$ cat src/rtl/clk_rate_ctrl.sv
// Multi-level divided clock for slow-running the CPU, stepped up/down by two debounced buttons.
// Optional single-step mode (run / btn_step ports) is built when CLK_RATE_CTRL_STEP_EN is defined.
module clk_rate_ctrl #(
    parameter int NUM_LEVELS  = 4,
    parameter int DIV_BASE    = 50_000_000,
    parameter int CNT_W       = 32,
    parameter int DEB_CYCLES  = 1_000_000,
    parameter int START_LEVEL = 0,
    localparam int LVL_W      = $clog2(NUM_LEVELS)
) (
    input  logic             clk,
    input  logic             rst,
    input  logic             btn_faster,
    input  logic             btn_slower,
`ifdef CLK_RATE_CTRL_STEP_EN
    input  logic             run,
    input  logic             btn_step,
`endif
    output logic             clk_N,
    output logic             tick,
    output logic [LVL_W-1:0] level
);

`ifdef CLK_RATE_CTRL_STEP_EN
    localparam int NB = 3;
`else
    localparam int NB = 2;
`endif
    localparam int               DEB_W     = $clog2(DEB_CYCLES) + 1;
    localparam logic [DEB_W-1:0] DEB_LAST  = DEB_W'(DEB_CYCLES - 1);
    localparam logic [LVL_W-1:0] LVL_TOP   = LVL_W'(NUM_LEVELS - 1);
    localparam logic [LVL_W-1:0] LVL_START = LVL_W'(START_LEVEL);

    logic [NB-1:0]    raw;
    logic [NB-1:0]    sync_p0;
    logic [NB-1:0]    sync_p1;
    logic [NB-1:0]    deb_p2;
    logic [NB-1:0]    deb_p3;
    logic [NB-1:0]    rise;
    logic [DEB_W-1:0] deb_cnt [NB];

    logic [CNT_W-1:0] cnt;
    logic [CNT_W-1:0] cnt_nx;
    logic [CNT_W-1:0] half_m1;
    logic             wrap;
    logic             clk_nx;
    logic             tick_nx;
    logic [LVL_W-1:0] next_level;
    logic             level_chg;

    // Half-period minus one for a level; deep levels clamp to a half-period of one cycle.
    function automatic logic [CNT_W-1:0] half_m1_of(input logic [LVL_W-1:0] lvl);
        logic [CNT_W-1:0] h;
        h = CNT_W'(DIV_BASE) >> lvl;
        if (h == '0) h = CNT_W'(1);
        return h - CNT_W'(1);
    endfunction

`ifdef CLK_RATE_CTRL_STEP_EN
    logic run_d;
    assign raw = {btn_step, btn_slower, btn_faster};
`else
    assign raw = {btn_slower, btn_faster};
`endif

    // p0/p1: two-flop synchroniser; p2: debounced state; p3: delayed copy for edge detect
    always_ff @(posedge clk or posedge rst) begin
        if (rst) begin
            sync_p0 <= '0;
            sync_p1 <= '0;
            deb_p2  <= '0;
            deb_p3  <= '0;
            for (int i = 0; i < NB; i++) deb_cnt[i] <= '0;
        end else begin
            sync_p0 <= raw;
            sync_p1 <= sync_p0;
            deb_p3  <= deb_p2;
            for (int i = 0; i < NB; i++) begin
                if (sync_p1[i] != deb_p2[i]) begin
                    if (deb_cnt[i] == DEB_LAST) begin
                        deb_p2[i]  <= sync_p1[i];
                        deb_cnt[i] <= '0;
                    end else begin
                        deb_cnt[i] <= deb_cnt[i] + DEB_W'(1);
                    end
                end else begin
                    deb_cnt[i] <= '0;
                end
            end
        end
    end

    assign rise = deb_p2 & ~deb_p3;

    always_comb begin
        next_level = level;
        if (rise[0] && !rise[1]) begin
            if (level != LVL_TOP) next_level = level + LVL_W'(1);
        end else if (rise[1] && !rise[0]) begin
            if (level != '0) next_level = level - LVL_W'(1);
        end
        level_chg = (next_level != level);
    end

    always_comb begin
        half_m1 = half_m1_of(level);
        wrap    = (cnt == half_m1);
        cnt_nx  = cnt + CNT_W'(1);
        clk_nx  = clk_N;
        tick_nx = 1'b0;
`ifdef CLK_RATE_CTRL_STEP_EN
        if (!run) begin
            cnt_nx = cnt;
            if (run_d) begin
                clk_nx = 1'b0;
            end else if (clk_N) begin
                if (wrap) begin
                    cnt_nx = '0;
                    clk_nx = 1'b0;
                end else begin
                    cnt_nx = cnt + CNT_W'(1);
                end
            end else if (rise[2]) begin
                cnt_nx  = '0;
                clk_nx  = 1'b1;
                tick_nx = 1'b1;
            end
            if (level_chg) cnt_nx = '0;
        end else if (!run_d) begin
            cnt_nx = '0;
            clk_nx = 1'b0;
        end else
`endif
        if (level_chg) begin
            cnt_nx = '0;
        end else if (wrap) begin
            cnt_nx  = '0;
            clk_nx  = ~clk_N;
            tick_nx = ~clk_N;
        end
    end

    // Output stage: divider state, tick and level all registered
    always_ff @(posedge clk or posedge rst) begin
        if (rst) begin
            cnt   <= '0;
            clk_N <= 1'b0;
            tick  <= 1'b0;
            level <= LVL_START;
`ifdef CLK_RATE_CTRL_STEP_EN
            run_d <= 1'b1;
`endif
        end else begin
            cnt   <= cnt_nx;
            clk_N <= clk_nx;
            tick  <= tick_nx;
            level <= next_level;
`ifdef CLK_RATE_CTRL_STEP_EN
            run_d <= run;
`endif
        end
    end

endmodule
$ cat config.mk
export PLATFORM = sky130hd
export DESIGN_NAME = clk_rate_ctrl
export DESIGN_NICKNAME = d
export VERILOG_FILES = /design/src/rtl/clk_rate_ctrl.sv
export SDC_FILE = /design/constraint.sdc
export NUM_CORES = 1
export LEC_CHECK = 0
export BUFFER_PORTS_ARGS = -buffer_cell sky130_fd_sc_hd__clkbuf_2
export CAP_MARGIN = 10
export CORE_MARGIN = 5
export CORE_UTILIZATION = 40
export DETAILED_ROUTE_END_ITERATION = 12
export SKIP_LAST_GASP = 1
export SLEW_MARGIN = 20
export SYNTH_ARGS = -nofsm -noshare
export SYNTH_HDL_FRONTEND = slang
export SYNTH_SLANG_ARGS = --single-unit
export TNS_END_PERCENT = 50
$ cat constraint.sdc
create_clock -name clk -period 5.5 [get_ports clk]
set_input_delay 0.825 -clock clk [delete_from_list [all_inputs] [get_ports clk]]
set_output_delay 0.825 -clock clk [all_outputs]
set_load 0.03 [all_outputs]
* After elaboration in Yosys (flattened, before gate mapping)
Index checks and enable logic that the tools add are counted.
Word-level totals: flip-flop bits (word level) 86, bits of input ports 4, output and inout bits 4, word-level logic and storage cells 51
Cells by class: $add $sub $neg 6, equality and inequality tests 7, shift operators 1, multiplexer cells 13, bitwise gates (word level) 4, reduce and logical (&&, ||, !) cells 9
Operator list (number):
- 32-bit two-way mux | 3
- 21-bit two-way mux | 4
- 21-bit by 1-bit adder with 21-bit output, second input constant | 2
- 21-bit by 20-bit equality test with 1-bit output, second input constant | 2
- 32-bit by 1-bit adder with 32-bit output, second input constant | 1
- 32-bit equality test | 1
- 32-bit zero test | 1
- 26-bit by 2-bit right shift with 32-bit output, first input constant | 1
- 32-bit by 1-bit subtractor with 32-bit output, second input constant | 1
- 2-bit two-way mux | 4
- 2-bit AND reduction | 3
- 2-bit by 1-bit adder with 2-bit output, second input constant | 1
- 2-bit bitwise AND | 1
- 1-bit logical AND | 2
- 1-bit zero test | 2
- 1-bit two-way mux | 2
- 1-bit inequality test | 2
- 2-bit inequality test | 1
- 2-bit inequality test, second input constant | 1
- 1-bit NOT | 2
- 2-bit NOT | 1
- 2-bit nonzero test | 1
- 2-bit by 1-bit subtractor with 2-bit output, second input constant | 1

* Longest topological paths before layout
depth after elaboration 9, mapped depth 10, depth with buffers taken out 8

* Least setup slack after synthesis
OpenSTA, ideal clock, no wires.
path type register to register, start point register level[1], end point register cnt[10], arrival time 2338 ps, slack 3025 ps, cell stages (with the launch flop) 11, path buffers 3, period minus slack after synthesis 2475 ps, cells stage by stage dfrtp_1 > buf_2 > buf_2 > nand2_1 > ha_1 > xnor2_1 > a211oi_1 > o221ai_1 > nor3_4 > buf_6 > nor3_1
Between the ends: cells in the longest elaborated chain, start to end 7, elaborated cells between the ends (all ways) 16, those cells by class add/sub: 3; eq/ne: 3; shift: 1; mux: 7; reduce/logical: 2
RTL lines:
- from (decl) | RTL line 21 | output logic [LVL_W-1:0] level
- from (signal assigned) | RTL line 157 | level <= next_level;
- 26-bit by 2-bit right shift with 32-bit output | RTL line 54 | h = CNT_W'(DIV_BASE) >> lvl;
- 32-bit zero test | RTL line 55 | if (h == '0) h = CNT_W'(1);
- 32-bit two-way mux | RTL line 55
- 32-bit by 1-bit subtractor with 32-bit output | RTL line 56 | return h - CNT_W'(1);
- 32-bit equality test | RTL line 107 | wrap = (cnt == half_m1);
- 32-bit two-way mux | RTL line 136 | end else if (wrap) begin
- 32-bit two-way mux (*) | RTL line 134 | if (level_chg) begin
- via cnt_nx[10] | RTL line 43 | logic [CNT_W-1:0] cnt_nx;
- to (signal assigned) | RTL line 154 | cnt <= cnt_nx;
- to (decl) | RTL line 42 | logic [CNT_W-1:0] cnt;
The timed path passes the listed nets; every way through them passes the cells marked *. A chain may end at the register's enable or synchronous reset.

* Final worst setup path
start point register level[1], end point register cnt[3]
The elaborated chain is that of the path after synthesis.

==> summary.txt <==
STA
  • Largest clock skew in the final design: 8.31 ps
  • Number of max-slew violations in the final report: 0
  • Crit path setup slack, layout: 2520 ps
  • Final sum of negative setup slack: 0 ps
  • Final worst path period share: 54.1%
  • Remaining max-slew budget at the tightest pin: 35.0%
  • Highest clock rate: 0.336 GHz
  • RSZ-0062 raised after global routing: false
  • Final setup violation count: 0
  • Worst Max-Slew Pin Slew: 972 ps
  • Hold violation count in the final report: 0
  • Time the worst path needs with I/O delays and setup: 2980 ps

Pwr
  • Combinational group share of total power: 2.3%
  • Clock network fraction of total power: 42.3%
  • Cell area power density: 245 nW/um^2
  • Switch Pwr: 0.000255 W
  • Standby leakage power: 1.99 nW
  • Switching part of the total power: 22.1%
  • Internal power: 0.000901 W
  • Register share of total power: 55.4%
  • Worst VDD drop: 0.174 mV

Critical path
  • Kind of launch point of the worst setup path: flip-flop
  • Category of the worst setup path capture point: flip-flop
  • Number of buffers and inverters on the critical path: 0
  • Number of gates on the worst path with buffers counted: 7
  • List of cells traversed by the critical path: nand2_1, ha_1, xnor2_1, a211oi_1, o221ai_1, nor3_4, nor3_1
  • Worst Setup Path Type: reg -> reg
  • Slowest library cell on the worst path: nor3_4
  • Delay of the slowest cell on the worst path: 860 ps
  • Arrival time of the worst setup path: 3190 ps
  • Max FO, Critical Path: 25
  • WP data required: 5710 ps
  • R2R depth: 7
  • Critical path's top delay family: simple AND/OR/NAND/NOR gates

Finish
  • Fillers: 1075
  • Commonest non-fill, non-tap cells in the layout: 86 x dfrtp_1, 65 x nor2_1, 39 x xor2_1
  • Area of all placed cells without fillers: 4730 um^2
  • Share of cells above drive strength 1: 7.96%
  • Final standard cell count with taps included and fillers excluded: 592
  • Most frequent standard cell in the layout excluding fill and tap cells: dfrtp_1
  • Fraction of the core area covered by cells at the end of the flow: 44.0%
  • Synth-to-Final Area Change: 8.47%
  • Antenna fix cells: 0
  • Nets@finish: 455

Route
  • Post-DR wirelength/cell: 14.3 um
  • Count of vias placed by the detailed router: 3145
  • Post-DR vias/cell: 5.31
  • Number of DRC markers after the initial detailed-route iteration: 177
  • Drc violations: 0
  • Number of nets still failing antenna checks after routing: 0
  • First-pass detailed-route iteration total: 4
  • Wirelength, routed: 8.44 mm

Clock tree
  • CTS Buf Count: 9
  • Largest buffer count on any clock path: 2
  • Number of resized instances in the post-cts repair step: 0
  • TritonCTS clock tree: done
  • Post-CTS clock slew at the launch and capture registers of the worst setup and hold paths: 90 ps
  • Clock root cell: clkbuf_8
  • Skew-Pair Late Insertion Delay: 370 ps
  • Clk sinks: 86
  • Post-CTS Setup Bufs: 0
  • H-tree Lvls: 3
  • Hold_buf cts: 0

Logic synthesis
  • Number of synthesized register bits: 86
  • Yosys warns: 0
  • Biggest area contributors in the synthesized netlist: dfrtp_1 49%, xor2_1 7.8%, xnor2_1 7.0%
  • Distinct cell type count of the synthesized netlist: 40
  • Post-Synthesis Cell Area: 4360 um^2
  • Syn_nets: 452
  • Proportion of synthesized chip area in sequential cells: 49.4%
  • Dominant cell type by area after synthesis: dfrtp_1
  • Average instance area after synthesis: 9.81 um^2
  • Fraction of synthesized cell area taken by the top area cell type: 49.4%
  • Cells after synthesis: 444

Floorplanning
  • Top-level I/O count: 8
  • Die Ht: 114 um
  • Die X-Extent: 114 um
  • Std-Cell Core Area: 10700 um^2
  • Initial core utilization: 40.5%
  • Number of placement rows: 38
  • Floorplan die area: 13100 um^2

Global route
  • Maximum number of pins on one net before global-route repair: 87
  • Combined global-route utilization of all metal layers: 14.5%
  • Global-route wire length before repair: 15.2 mm
  • Congestion Overflow GR: 0
  • Number of antenna violations at the first check in global routing: 0
  • Number of global-route vias before repair: 3098

Hold path
  • Path type of the worst min-delay path: reg -> reg
  • Number of cells on the worst hold path: 0

Placement
  • Estimated wirelength of the detail-placed design: 5.57 mm
  • Placed cells: 576
  • Post-placement cell area: 4510 um^2
  • Weighted congestion at the end of routability-driven global placement: 0.793
  • Worst slack at placement: 2450 ps
  • Number of I/O port buffers: 7

Run status
  • Run status: finished clean

Run
  • Max-cap violation count: 0
-- layer usage --
metal / track usage (%) / vias up / wire [um]
met3: 4.02 / 13 / 308
met4: 5.78 / 0 / 183
li1: - / 1549 / -
met1: 19.8 / 1529 / 4060
met2: 21.8 / 54 / 3890
met5: 0 / - / 0
-- Yosys cell counts, drive strengths merged --
| cell type | number |
|---|---|
| buf | 7 |
| dfrtp | 86 |
| inv | 8 |
| ha | 4 |
| a21boi | 1 |
| nor4bb | 1 |
| a211oi | 2 |
| and3 | 15 |
| a31o | 1 |
| nor2b | 3 |
| and2 | 4 |
| a21oi | 2 |
| nand2 | 24 |
| nand4b | 1 |
| nand3 | 31 |
| o21ai | 3 |
| clkbuf | 11 |
| nor4 | 8 |
| nor4b | 6 |
| o221ai | 2 |
| xnor2 | 35 |
| or2 | 2 |
| nand4 | 22 |
| a311oi | 1 |
| or3b | 1 |
| or4 | 1 |
| nor3 | 37 |
| nor2 | 65 |
| mux2 | 2 |
| nand2b | 3 |
| xor2 | 39 |
| o2bb2ai | 1 |
| or4b | 1 |
| a31oi | 1 |
| nor3b | 4 |
| and4 | 9 |
-- registers in the layout (all words and copies together), names as in the netlist, 2 cells and up --
| signal | count |
|---|---|
| sync_p1 | 2 |
| deb_p3 | 2 |
| deb_cnt | 42 |
| cnt | 32 |
| deb_p2 | 2 |
| level | 2 |
| sync_p0 | 2 |
-- power by group through the flow --
stage               registers (W)  clock network [W]  logic (W)
finish                   0.000640           0.000489  0.0000264
global route             0.000641           0.000530  0.0000321
CTS                      0.000641           0.000507  0.0000275
detailed placement       0.000653                  0  0.0000275
global placement         0.000653                  0  0.0000268
floorplan                0.000652                  0  0.0000202
-- kinds of logic after synthesis --
family                   Yosys count  synth area share (%)
AO/OA/AOI/OAI                     14                  2.38
XOR/XNOR                          74                  14.9
adder cells (fa/ha/maj)            4                  1.15
buffers and inverters             26                  2.73
flip-flops                        86                  49.4
multiplexers                       2                 0.517
AND/OR/NAND/NOR                  238                  28.9
-- worst paths after layout --
kind / startpoint / to / slack, ps
hold / removal: sync_p0[0] / sync_p1[0] / 360
setup / recovery: level[1] / cnt[3] / 2520
setup reg to reg: level[1] / cnt[3] / 2520
hold reg to reg: sync_p0[0] / sync_p1[0] / 360
min in group asynchronous: rst / deb_cnt[21] / 650
max in group asynchronous: rst / cnt[17] / 4340
-- cell type report --
type	instances	area (um^2)	share of cell area, %
flip-flops and latches	86	2150	45.5
inverters	8	31.3	0.662
well taps	140	175	3.71
clock inverters	5	82.6	1.75
repair buffers	10	61.3	1.30
clock buffers	11	131	2.78
multi-input cells	332	2090	44.3
-- per-stage QoR --
| step | hold WS, ps | power (W) |
|---|---|---|
| 2_1_floorplan | 331 | 0.000672 |
| 3_3_place_gp | 340 | 0.000680 |
| 3_5_place_dp | 340 | 0.000681 |
| 4_1_cts | 361 | 0.00118 |
| 5_1_grt | 374 | 0.00120 |
| 6_report | 356 | 0.00116 |
Note: power is estimated with default switching activity, not from simulation.
